`config.mk`:
```
export PLATFORM = sky130hd
export DESIGN_NAME = fir_mac_sequencer
export DESIGN_NICKNAME = d
export VERILOG_FILES = /design/src/rtl/fir_mac_sequencer.sv
export SDC_FILE = /design/constraint.sdc
export NUM_CORES = 1
export LEC_CHECK = 0
export BUFFER_PORTS_ARGS = -buffer_cell sky130_fd_sc_hd__buf_2
export CORE_MARGIN = 2
export CORE_UTILIZATION = 50
export CTS_CLUSTER_SIZE = 24
export DETAILED_ROUTE_END_ITERATION = 7
export PLACE_DENSITY = 0.77
export SLEW_MARGIN = 30
export SYNTH_ARGS = -nofsm -noshare
export SYNTH_HDL_FRONTEND = slang
export SYNTH_SLANG_ARGS = --single-unit
```
`constraint.sdc`:
```
create_clock -name clk -period 4.34 [get_ports clk]
set_input_delay 0.217 -clock clk [delete_from_list [all_inputs] [get_ports clk]]
set_output_delay 0.217 -clock clk [all_outputs]
set_load 0.1 [all_outputs]
```
`src/rtl/fir_mac_sequencer.sv`:
```
// fir_mac_sequencer: direct-form FIR engine that time-shares one MulDiv unit,
// issuing one multiply per tap and streaming one accumulated sample per input.
module fir_mac_sequencer #(
  parameter int XLEN = 32,
  parameter int ADDR_W = 11,
  parameter int ORD_W = 8
) (
  input  logic              clk,
  input  logic              rst_n,
  input  logic              start,
  input  logic [ADDR_W:0]   cfg_num_data,
  input  logic [ORD_W:0]    cfg_order,
  input  logic [1:0]        cfg_mode,
  input  logic [4:0]        cfg_binary_point,
  output logic              busy,
  output logic              done,
  output logic [ADDR_W-1:0] data_addr,
  input  logic [XLEN-1:0]   data_rdata,
  output logic [ORD_W-1:0]  coef_addr,
  input  logic [XLEN-1:0]   coef_rdata,
  output logic              mul_req_valid,
  input  logic              mul_req_ready,
  output logic [3:0]        mul_req_fn,
  output logic              mul_req_dw,
  output logic [4:0]        mul_req_tag,
  output logic [XLEN-1:0]   mul_rs1,
  output logic [XLEN-1:0]   mul_rs2,
  output logic              mul_kill,
  input  logic              mul_resp_valid,
  output logic              mul_resp_ready,
  input  logic [XLEN-1:0]   mul_resp_data,
  input  logic [4:0]        mul_resp_tag,
  output logic              y_valid,
  input  logic              y_ready,
  output logic [XLEN-1:0]   y_data,
  output logic [ADDR_W-1:0] y_index
);
  localparam int OW = ORD_W + 1;
  localparam int NW = ADDR_W + 1;
  typedef enum logic [2:0] {IDLE, FETCH, ISSUE, WAIT, ACCUM, EMIT, FIN} state_t;
  state_t state;
  logic [ADDR_W:0] n_r;
  logic [ORD_W:0] m_r;
  logic fix_r;
  logic [4:0] bp_r;
  logic [ADDR_W-1:0] i;
  logic [ORD_W-1:0] j;
  logic [XLEN-1:0] acc, prod, p, acc_next;
  logic more, last;
  assign p = fix_r ? $unsigned($signed(prod) >>> bp_r) : prod;
  assign acc_next = acc + p;
  assign more = (ADDR_W'(j) < i) && (OW'(j) < m_r - OW'(1));
  assign last = {1'b0, i} == n_r - NW'(1);
  assign mul_req_fn = '0;
  assign mul_req_dw = 1'b0;
  assign mul_kill = 1'b0;
  assign mul_req_tag = j[4:0];
  // Memories answer one cycle after FETCH, so operands come straight from the
  // read ports; the addresses are held through ISSUE, which keeps them stable.
  assign mul_rs1 = mul_req_valid ? coef_rdata : '0;
  assign mul_rs2 = mul_req_valid ? data_rdata : '0;
  always_ff @(posedge clk or negedge rst_n)
    if (!rst_n) begin
      state <= IDLE;
      {busy, done, mul_req_valid, mul_resp_ready, y_valid} <= '0;
      data_addr <= '0;
      coef_addr <= '0;
      y_data <= '0;
      y_index <= '0;
      n_r <= '0;
      m_r <= '0;
      fix_r <= 1'b0;
      bp_r <= '0;
      i <= '0;
      j <= '0;
      acc <= '0;
      prod <= '0;
    end else begin
      case (state)
        IDLE: if (start) begin
          n_r <= cfg_num_data;
          m_r <= cfg_order;
          fix_r <= cfg_mode[1];
          bp_r <= cfg_binary_point;
          i <= '0;
          j <= '0;
          acc <= '0;
          busy <= 1'b1;
          data_addr <= '0;
          coef_addr <= '0;
          state <= (cfg_num_data == '0 || cfg_order == '0) ? FIN : FETCH;
        end
        FETCH: begin
          mul_req_valid <= 1'b1;
          state <= ISSUE;
        end
        ISSUE: if (mul_req_ready) begin
          mul_req_valid <= 1'b0;
          mul_resp_ready <= 1'b1;
          state <= WAIT;
        end
        WAIT: if (mul_resp_valid && mul_resp_tag == j[4:0]) begin
          prod <= mul_resp_data;
          mul_resp_ready <= 1'b0;
          state <= ACCUM;
        end
        ACCUM: begin
          acc <= acc_next;
          if (more) begin
            j <= j + ORD_W'(1);
            data_addr <= data_addr - ADDR_W'(1);
            coef_addr <= coef_addr + ORD_W'(1);
            state <= FETCH;
          end else begin
            y_valid <= 1'b1;
            y_data <= acc_next;
            y_index <= i;
            state <= EMIT;
          end
        end
        EMIT: if (y_ready) begin
          y_valid <= 1'b0;
          if (last) begin
            busy <= 1'b0;
            done <= 1'b1;
            state <= FIN;
          end else begin
            i <= i + ADDR_W'(1);
            j <= '0;
            acc <= '0;
            data_addr <= i + ADDR_W'(1);
            coef_addr <= '0;
            state <= FETCH;
          end
        end
        // Arriving from EMIT done is already high; a degenerate run raises it here.
        FIN: begin
          busy <= 1'b0;
          done <= ~done;
          if (done) state <= IDLE;
        end
        default: state <= IDLE;
      endcase
    end
endmodule

```
==> flow_summary.html, run 1 <==
<table>
<tr><th>Metric</th><th>Value</th></tr>
<tr><th colspan="2">CTS</th></tr>
<tr><td>Clock latency reported for the late side of the worst-skew pair</td><td>between 0.4 and 0.5 ns</td></tr>
<tr><td>CTS tree</td><td>done</td></tr>
<tr><td>CTS Root Buffer Type</td><td>sky130_fd_sc_hd__clkbuf_16</td></tr>
<tr><td>Clock buffers created by TritonCTS</td><td>17</td></tr>
<tr><td># clock sinks</td><td>180</td></tr>
<tr><td>Number of H-tree branching levels</td><td>4</td></tr>
<tr><td>Post-CTS clock slew at the launch and capture registers of the worst setup and hold paths</td><td>roughly 0.07 ns</td></tr>
<tr><td>Number of buffers on the longest clock path</td><td>2</td></tr>
<tr><th colspan="2">Floorplan</th></tr>
<tr><td>Total die area</td><td>26300 um2</td></tr>
<tr><td>Core area</td><td>24500 um2</td></tr>
<tr><td>Site row count</td><td>57</td></tr>
<tr><td>Initial cell density of the core</td><td>0.511</td></tr>
<tr><td>Number of top-level design ports</td><td>around 280</td></tr>
<tr><td>Die outline width</td><td>approximately 160 um</td></tr>
<tr><td>Vertical extent of the die</td><td>162 um</td></tr>
<tr><th colspan="2">Timing</th></tr>
<tr><td>Worst Max-Slew Pin Slew</td><td>around 0.81 ns</td></tr>
<tr><td>Hold slack final</td><td>around 0.0096 ns</td></tr>
<tr><td>Final Max Slew Viols</td><td>0</td></tr>
<tr><td>Relative slew margins</td><td>0.458</td></tr>
<tr><td>Fin Clk Skew</td><td>0.0180 ns</td></tr>
<tr><td>Accumulated negative setup slack</td><td>0 ns</td></tr>
<tr><td>Total of endpoints with negative setup slack in the final report</td><td>0</td></tr>
<tr><td>Fmax</td><td>233 MHz</td></tr>
<tr><td>Final hold violation count</td><td>0</td></tr>
<tr><td>Share of the clock period used by the worst path</td><td>0.990</td></tr>
<tr><td>Minimum clock period after layout</td><td>approximately 4.3 ns</td></tr>
<tr><th colspan="2">Global route</th></tr>
<tr><td>Global-route usage over all layers</td><td>0.289</td></tr>
<tr><td>Vias in the first global route</td><td>approximately 11000</td></tr>
<tr><td>Global-route wire length before repair</td><td>between 60000 and 70000 um</td></tr>
<tr><td>Initial antenna violation count</td><td>0</td></tr>
<tr><td>Residual overflow from global routing</td><td>0</td></tr>
<tr><td>Maximum number of pins on one net before global-route repair</td><td>84</td></tr>
<tr><th colspan="2">Finish</th></tr>
<tr><td>Final Cell Area</td><td>15900 um2</td></tr>
<tr><td>Layout cell share with drive strength beyond 1</td><td>0.329</td></tr>
<tr><td>Commonest non-fill, non-tap cell in the layout</td><td>sky130_fd_sc_hd__buf_2</td></tr>
<tr><td>Antenna Cells</td><td>0</td></tr>
<tr><td>Fin nets</td><td>~1900</td></tr>
<tr><td>Final Core Density</td><td>0.649</td></tr>
<tr><td>Area growth, synth to finish</td><td>27.0%</td></tr>
<tr><td>Most frequent cells in the layout</td><td>269 x sky130_fd_sc_hd__buf_2, 179 x sky130_fd_sc_hd__dfrtp_1, 137 x sky130_fd_sc_hd__nand2_1</td></tr>
<tr><th colspan="2">Placement</th></tr>
<tr><td>Cell Area, Placed</td><td>approximately 15000 um2</td></tr>
<tr><td>Final Wtd Congestion</td><td>0.958</td></tr>
<tr><td>Buffers on Ports</td><td>about 270</td></tr>
<tr><td>DPL Wire Length</td><td>~28000 um</td></tr>
<tr><th colspan="2">Logic synthesis</th></tr>
<tr><td>Portion of the post-synthesis area used by sequential elements</td><td>0.360</td></tr>
<tr><td>Cell count after synthesis</td><td>between 1000 and 1500</td></tr>
<tr><td>Number of warnings printed during yosys synthesis</td><td>0</td></tr>
<tr><td>Library cells used by synthesis</td><td>75</td></tr>
<tr><td>Fraction of synthesis flops using an asynchronous set or reset pin</td><td>1.00</td></tr>
<tr><td>Post-synth EDFFs</td><td>0</td></tr>
<tr><td>Area of the mapped netlist</td><td>between 10000 and 15000 um2</td></tr>
<tr><td>Mean instance size in the synthesized netlist</td><td>9.05 um2</td></tr>
<tr><td>Total of flip-flops plus latches after synthesis</td><td>180</td></tr>
<tr><td>Most frequently used flop master after synthesis</td><td>sky130_fd_sc_hd__dfrtp_1</td></tr>
<tr><th colspan="2">Detailed routing</th></tr>
<tr><td>Antenna Nets Post-Route</td><td>0</td></tr>
<tr><td>DRC errors left</td><td>0</td></tr>
<tr><td>DR iter-0 viols</td><td>between 900 and 1000</td></tr>
<tr><td>Post-Route WL</td><td>38900 um</td></tr>
<tr><td>Vias per cell</td><td>roughly 6</td></tr>
<tr><td>Average wire length per cell after detail routing</td><td>19.0 um</td></tr>
<tr><td>Vias</td><td>around 12000</td></tr>
<tr><td>Number of detailed-routing iterations run before antenna repair</td><td>6</td></tr>
<tr><th colspan="2">Critical path</th></tr>
<tr><td>Data required time of the worst path</td><td>4.65 ns</td></tr>
<tr><td>Worst setup SP type</td><td>register</td></tr>
<tr><td>Worst endpoint data arrival time</td><td>roughly 4.6 ns</td></tr>
<tr><td>Sort of element at the end of the critical path</td><td>register</td></tr>
<tr><td>Maximum single-stage delay on the critical path</td><td>between 0.5 and 0.6 ns</td></tr>
<tr><td>Crit-path slowest cell</td><td>sky130_fd_sc_hd__mux4_2</td></tr>
<tr><td>Critical path fanouts, max</td><td>5</td></tr>
<tr><td>Crit path kind</td><td>register to register</td></tr>
<tr><td>Critical path cell sequence</td><td>buf_6 -&gt; buf_6 -&gt; mux4_2 -&gt; o21a_1 -&gt; mux4_2 -&gt; a21oi_4 -&gt; ha_4 -&gt; nor3_2 -&gt; a211o_1 -&gt; o2bb2ai_4 -&gt; a2111o_1 -&gt; nand3b_1 -&gt; a21oi_2 -&gt; and4b_1 -&gt; or3b_2</td></tr>
<tr><th colspan="2">Min path</th></tr>
<tr><td>Type of the tightest min-delay check</td><td>input pin to register</td></tr>
<tr><th colspan="2">Run</th></tr>
<tr><td>Number of max-capacitance violations reported</td><td>0</td></tr>
<tr><th colspan="2">Outcome</th></tr>
<tr><td>Run status</td><td>complete, no violations</td></tr>
</table>
==> cell usage after synthesis (23+ instances only) <==
cell type,instances,area (um2)
sky130_fd_sc_hd__a22o_1,26,228
sky130_fd_sc_hd__xnor2_1,50,438
sky130_fd_sc_hd__and2_1,72,450
sky130_fd_sc_hd__mux2i_1,27,270
sky130_fd_sc_hd__clkbuf_1,63,236
sky130_fd_sc_hd__dfrtp_1,180,4500
sky130_fd_sc_hd__mux2_2,75,845
sky130_fd_sc_hd__o21ai_0,114,571
sky130_fd_sc_hd__nor2_1,102,383
sky130_fd_sc_hd__nor3_1,23,115
sky130_fd_sc_hd__nand3_1,28,140
sky130_fd_sc_hd__ha_1,51,638
sky130_fd_sc_hd__a21oi_1,87,435
sky130_fd_sc_hd__nand2_1,137,514
sky130_fd_sc_hd__a211oi_1,24,180
sky130_fd_sc_hd__inv_1,39,146
==> registers in the layout, indices dropped and copies added (netlist names) <==
name and cells:
state 3, y_index 11, n_r 12, j 8, m_r 9, bp_r 5
fix_r 1, acc 32, coef_addr 8, busy 1, mul_resp_ready 1, mul_req_valid 1
i 11, y_data 32, y_valid 1, done 1, data_addr 11, prod 32
==> through the flow <==
stage	setup slack, ns	cells
final	0.0435	2044
after global routing	-0.0775	2044
after CTS	0.00121	2030
after detailed placement	-0.102	1970
after global placement	-0.0830	1970
after floorplan	0.161	1387
==> routing by layer <==
metal	track usage	up-vias	share of wire
met1	0.397	5833	0.43
met2	0.469	468	0.47
li1	-	5617	-
met4	0.102	0	0.032
met5	0	-	0
met3	0.0442	96	0.064
==> final cells by class <==
class | count | area [um2]
Multi-Input combinational cell | 1070 | 7740
Inverter | 40 | 154
Clock inverter | 14 | 163
Timing Repair Buffer | 398 | 2470
Sequential cell | 180 | 4510
Tap cell | 324 | 405
Fill cell | 1989 | 8590
Clock buffer | 18 | 439
==> cell families (layout without fill, tap and decap cells) <==
group	Yosys count	count (layout)	share of synthesized area
AO/OA/AOI/OAI	372	372	0.186
XOR/XNOR	70	70	0.0501
adder cells (fa/ha/maj)	52	52	0.0526
buffers and inverters	137	470	0.0482
flip-flops	180	180	0.360
multiplexers	124	124	0.126
other	1	6	0.000300
AND/OR/NAND/NOR	446	446	0.176
==> worst max-delay path, delay by kind of cell, from the launching register on <==
family / cells / cell delay, ns
buffers and inverters: 2 / 0.27
AND/OR/NAND/NOR: 4 / 0.86
flip-flops: 1 / 0.41
multiplexers: 2 / 1.04
AO/OA/AOI/OAI: 6 / 1.42
adder cells (fa/ha/maj): 1 / 0.19
==> path summary, 6_finish.rpt <==
path / slack (ns) / depth (start not counted) / to / startpoint
max in group asynchronous: 2.75 / 3 / y_data[31]$_DFFE_PN0P_ / rst_n
min reg2reg: 0.48 / 2 / y_data[15]$_DFFE_PN0P_ / y_data[15]$_DFFE_PN0P_
max: 0.04 / 15 / y_data[29]$_DFFE_PN0P_ / bp_r[0]$_DFFE_PN0P_
max reg2reg: 0.04 / 15 / y_data[29]$_DFFE_PN0P_ / bp_r[0]$_DFFE_PN0P_
min in group asynchronous: 0.38 / 2 / y_data[1]$_DFFE_PN0P_ / rst_n
min: 0.01 / 2 / prod[18]$_DFFE_PN0P_ / mul_resp_data[18]
==> repair_timing <==
item	CTS	global route
gates resized for setup	9	82
hold endpoints to repair	108	0
gates cloned	0	2
hold buffers	28	0
pin swaps	1	29
setup buffers	0	12
setup endpoints to repair	6	36
Power of run 1 is not shown: default switching activity piles up to over one toggle a cycle in this logic, so the estimate is an artifact.
==> run 2, diff against run 1 <==
--- a/config.mk
+++ b/config.mk
@@ -11,6 +11,7 @@
 export CTS_CLUSTER_SIZE = 24
 export DETAILED_ROUTE_END_ITERATION = 7
 export PLACE_DENSITY = 0.77
+export SETUP_SLACK_MARGIN = 0.2
 export SLEW_MARGIN = 30
 export SYNTH_ARGS = -nofsm -noshare
 export SYNTH_HDL_FRONTEND = slang
==> flow_summary.html, run 2 (synthesis results as in run 1) <==
<table>
<tr><th>Metric</th><th>Value</th></tr>
<tr><th colspan="2">Min path</th></tr>
<tr><td>Cells on Worst Hold Path</td><td>3 (+1)</td></tr>
<tr><td>Type of the tightest min-delay check</td><td>input pin to register</td></tr>
<tr><td>Hold endpoint</td><td>prod[25]$_DFFE_PN0P_</td></tr>
<tr><td>Min-Delay Startpoint</td><td>mul_resp_data[25]</td></tr>
<tr><th colspan="2">Critical path</th></tr>
<tr><td>Sort of element at the end of the critical path</td><td>register</td></tr>
<tr><td>Terminus of the critical flop-to-flop path</td><td>y_data[29]$_DFFE_PN0P_</td></tr>
<tr><td>Worst setup SP type</td><td>register</td></tr>
<tr><td>Worst Reg2Reg Path Length in Cells</td><td>18 (+3)</td></tr>
<tr><td>Crit path kind</td><td>register to register</td></tr>
<tr><td>Launch point of the worst reg-to-reg path</td><td>bp_r[0]$_DFFE_PN0P_</td></tr>
<tr><td>Worst endpoint data arrival time</td><td>4.59 ns (-0.02 ns)</td></tr>
<tr><td>Crit path from</td><td>bp_r[0]$_DFFE_PN0P_</td></tr>
<tr><td>Critical path fanouts, max</td><td>6 (+1)</td></tr>
<tr><td>Minimum setup slack among reg-to-reg paths</td><td>0.07 ns (+0.02 ns)</td></tr>
<tr><td>Data required time of the worst path</td><td>4.66 ns (about the same)</td></tr>
<tr><th colspan="2">Global route</th></tr>
<tr><td>Met3 Resource Use GR</td><td>0.0485 (+0.00434)</td></tr>
<tr><td>Met1 usage in global routing</td><td>0.403 (+0.00605)</td></tr>
<tr><td>Global-route usage over all layers</td><td>0.300 (+0.0104)</td></tr>
<tr><td>Residual overflow from global routing</td><td>0 (unchanged)</td></tr>
<tr><td>Initial antenna violation count</td><td>1 (+1)</td></tr>
<tr><td>GR peak layer</td><td>met2</td></tr>
<tr><td>Global-route wire length before repair</td><td>62700 um (+3.8%)</td></tr>
<tr><td>Maximum number of pins on one net before global-route repair</td><td>109 (+30%)</td></tr>
<tr><td>Met2 layer usage reported by global route</td><td>0.504 (+0.0348)</td></tr>
<tr><td>Vias in the first global route</td><td>11800 (+2.8%)</td></tr>
<tr><th colspan="2">Timing</th></tr>
<tr><td>Fin Clk Skew</td><td>0.0200 ns (+0.00205 ns)</td></tr>
<tr><td>Setup repair after global routing missed its margin</td><td>yes</td></tr>
<tr><td>Accumulated negative setup slack</td><td>0 ns (unchanged)</td></tr>
<tr><td>Relative slew margins</td><td>0.398 (-0.0595)</td></tr>
<tr><td>Fmax</td><td>234 MHz (+0.51%)</td></tr>
<tr><td>Worst Max-Slew Pin Slew</td><td>0.895 ns (+0.0898 ns)</td></tr>
<tr><td>Final Max Slew Viols</td><td>0 (unchanged)</td></tr>
<tr><td>Final hold violation count</td><td>2 (+2)</td></tr>
<tr><td>Hold slack final</td><td>-0.00476 ns (-0.0143 ns)</td></tr>
<tr><td>Minimum clock period after layout</td><td>4.27 ns (-0.0218 ns)</td></tr>
<tr><td>Share of the clock period used by the worst path</td><td>0.985 (-0.00502)</td></tr>
<tr><td>Total of endpoints with negative setup slack in the final report</td><td>0 (unchanged)</td></tr>
<tr><th colspan="2">Placement</th></tr>
<tr><td>Buffers on Ports</td><td>269 (unchanged)</td></tr>
<tr><td>Inst Count DP</td><td>1977 (+0.36%)</td></tr>
<tr><td>Final Wtd Congestion</td><td>0.984 (+2.6%)</td></tr>
<tr><td>DPL Wire Length</td><td>29200 um (+2.5%)</td></tr>
<tr><th colspan="2">Finish</th></tr>
<tr><td>Final Core Density</td><td>0.667 (+0.0181)</td></tr>
<tr><td>Antenna Cells</td><td>0 (unchanged)</td></tr>
<tr><td>Non-filler instance count after layout</td><td>2055 (+0.54%)</td></tr>
<tr><td>Area growth, synth to finish</td><td>30.5%</td></tr>
<tr><td>Area of the multi-input gates</td><td>8080 um2 (+4.4%)</td></tr>
<tr><td>Largest registers ranked by flip-flop count</td><td>acc x32, prod x32, y_data x32</td></tr>
<tr><td>Most frequent cells in the layout</td><td>268 x sky130_fd_sc_hd__buf_2, 179 x sky130_fd_sc_hd__dfrtp_1, 132 x sky130_fd_sc_hd__nand2_1</td></tr>
<tr><td>Fin nets</td><td>1905 (+0.58%)</td></tr>
<tr><td>Commonest non-fill, non-tap cell in the layout</td><td>sky130_fd_sc_hd__buf_2</td></tr>
<tr><td>Layout cell share with drive strength beyond 1</td><td>0.366 (+0.0366)</td></tr>
<tr><td>FF/Latch Area</td><td>4510 um2 (unchanged)</td></tr>
<tr><td>Filler cells</td><td>1895 (-4.7%)</td></tr>
<tr><th colspan="2">Detailed routing</th></tr>
<tr><td>Vias</td><td>12100 (+0.76%)</td></tr>
<tr><td>Antenna Nets Post-Route</td><td>0 (unchanged)</td></tr>
<tr><td>DR iter-0 viols</td><td>1059 (+7.6%)</td></tr>
<tr><td>Average wire length per cell after detail routing</td><td>19.7 um (+3.6%)</td></tr>
<tr><td>DRC errors left</td><td>0 (unchanged)</td></tr>
<tr><td>Post-Route WL</td><td>40600 um (+4.2%)</td></tr>
<tr><td>Vias per cell</td><td>5.89 (+0.22%)</td></tr>
<tr><td>Number of detailed-routing iterations run before antenna repair</td><td>5 (-1)</td></tr>
<tr><th colspan="2">CTS</th></tr>
<tr><td>Post-CTS clock slew at the launch and capture registers of the worst setup and hold paths</td><td>0.08 ns (about the same)</td></tr>
<tr><td>CTS tree</td><td>done</td></tr>
<tr><td>Clock latency reported for the late side of the worst-skew pair</td><td>0.45 ns (about the same)</td></tr>
<tr><td>CTS Root Buffer Type</td><td>sky130_fd_sc_hd__clkbuf_16</td></tr>
<tr><td>Number of buffers on the longest clock path</td><td>2 (unchanged)</td></tr>
<tr><td>Clock buffers created by TritonCTS</td><td>17 (unchanged)</td></tr>
<tr><td>Number of H-tree branching levels</td><td>4 (unchanged)</td></tr>
<tr><td># clock sinks</td><td>180 (unchanged)</td></tr>
<tr><th colspan="2">Floorplan</th></tr>
<tr><td>Initial cell density of the core</td><td>0.511 (unchanged)</td></tr>
<tr><td>Number of top-level design ports</td><td>277 (unchanged)</td></tr>
<tr><td>Vertical extent of the die</td><td>162 um (unchanged)</td></tr>
<tr><td>Site row count</td><td>57 (unchanged)</td></tr>
<tr><td>Core area</td><td>24500 um2 (unchanged)</td></tr>
<tr><td>Total die area</td><td>26300 um2 (unchanged)</td></tr>
<tr><td>Die outline width</td><td>162 um (unchanged)</td></tr>
<tr><th colspan="2">Outcome</th></tr>
<tr><td>Violated checks</td><td>hold timing</td></tr>
<tr><td>Run status</td><td>complete, but fails checks</td></tr>
<tr><th colspan="2">Run</th></tr>
<tr><td>Number of max-capacitance violations reported</td><td>0 (unchanged)</td></tr>
</table>
run 2: changes by cell type in the layout (fill, tap and decap cells not counted), moves of 6 or more:
cell,before,now
sky130_fd_sc_hd__a21oi_1,69,58
sky130_fd_sc_hd__xnor2_2,1,7
sky130_fd_sc_hd__buf_4,91,113
sky130_fd_sc_hd__xnor2_1,49,43
sky130_fd_sc_hd__a21oi_4,1,7
sky130_fd_sc_hd__dlygate4sd3_1,28,15
run 2: how the worst max path moves through the flow:
stage | endpoint | slack (ns) | cells after the start
CTS | y_data[17]$_DFFE_PN0P_ | 0.16 | 19
finish | y_data[29]$_DFFE_PN0P_ | 0.07 | 18
global placement | y_data[17]$_DFFE_PN0P_ | -0.16 | 19
global route | y_data[29]$_DFFE_PN0P_ | -0.05 | 19
floorplan | y_data[28]$_DFFE_PN0P_ | 0.22 | 18
detailed placement | y_data[17]$_DFFE_PN0P_ | -0.12 | 19
run 2: metrics by stage:
stage / setup slack (ns) / hold WS [ns] / area (um2)
CTS: 0.163 / 0.000382 / 15800
floorplan: 0.216 / -0.0786 / 12500
finish: 0.0653 / -0.00476 / 16300
global route: -0.0472 / 0.00253 / 16300
global placement: -0.157 / 0.407 / 14600
detailed placement: -0.119 / 0.326 / 14600
run 2: layout make-up:
type / instances / area share
inverter: 40 / 0.00920
sequential: 180 / 0.276
tap: 324 / 0.0248
multi-input combinational: 1070 / 0.495
clock inverter: 15 / 0.0128
clock buffer: 17 / 0.0261
timing repair buffer: 409 / 0.156
run 2: worst max-delay path, cell delays in order, from the launching register on:
cell and delay (ns):
sky130_fd_sc_hd__dfrtp_2 0.45, sky130_fd_sc_hd__buf_12 0.14, sky130_fd_sc_hd__buf_16 0.13, sky130_fd_sc_hd__inv_2 0.11, sky130_fd_sc_hd__buf_4 0.16, sky130_fd_sc_hd__mux4_2 0.53
sky130_fd_sc_hd__a211oi_2 0.22, sky130_fd_sc_hd__nor2_1 0.07, sky130_fd_sc_hd__a21oi_2 0.22, sky130_fd_sc_hd__ha_2 0.24, sky130_fd_sc_hd__buf_4 0.12, sky130_fd_sc_hd__a211oi_2 0.07
sky130_fd_sc_hd__o211ai_1 0.24, sky130_fd_sc_hd__nand2_1 0.14, sky130_fd_sc_hd__a2111o_1 0.48, sky130_fd_sc_hd__nand3b_1 0.17, sky130_fd_sc_hd__a21oi_2 0.09, sky130_fd_sc_hd__and4b_1 0.19
sky130_fd_sc_hd__or3b_4 0.36
run 2: timing repair:
action	in CTS	in global routing
pin swaps	25	39
buffers inserted	14	16
hold buffers	15	0
setup endpoints to repair	35	38
gates cloned	1	0
hold endpoints to repair	120	0
resized for setup	65	95
run 2: metal layers:
layer,wire length (um),share of wire
met1,17100,0.42
met2,19800,0.49
met3,2630,0.065
met4,1020,0.025
met5,0,0
Power of run 2 is left out for the same reason.
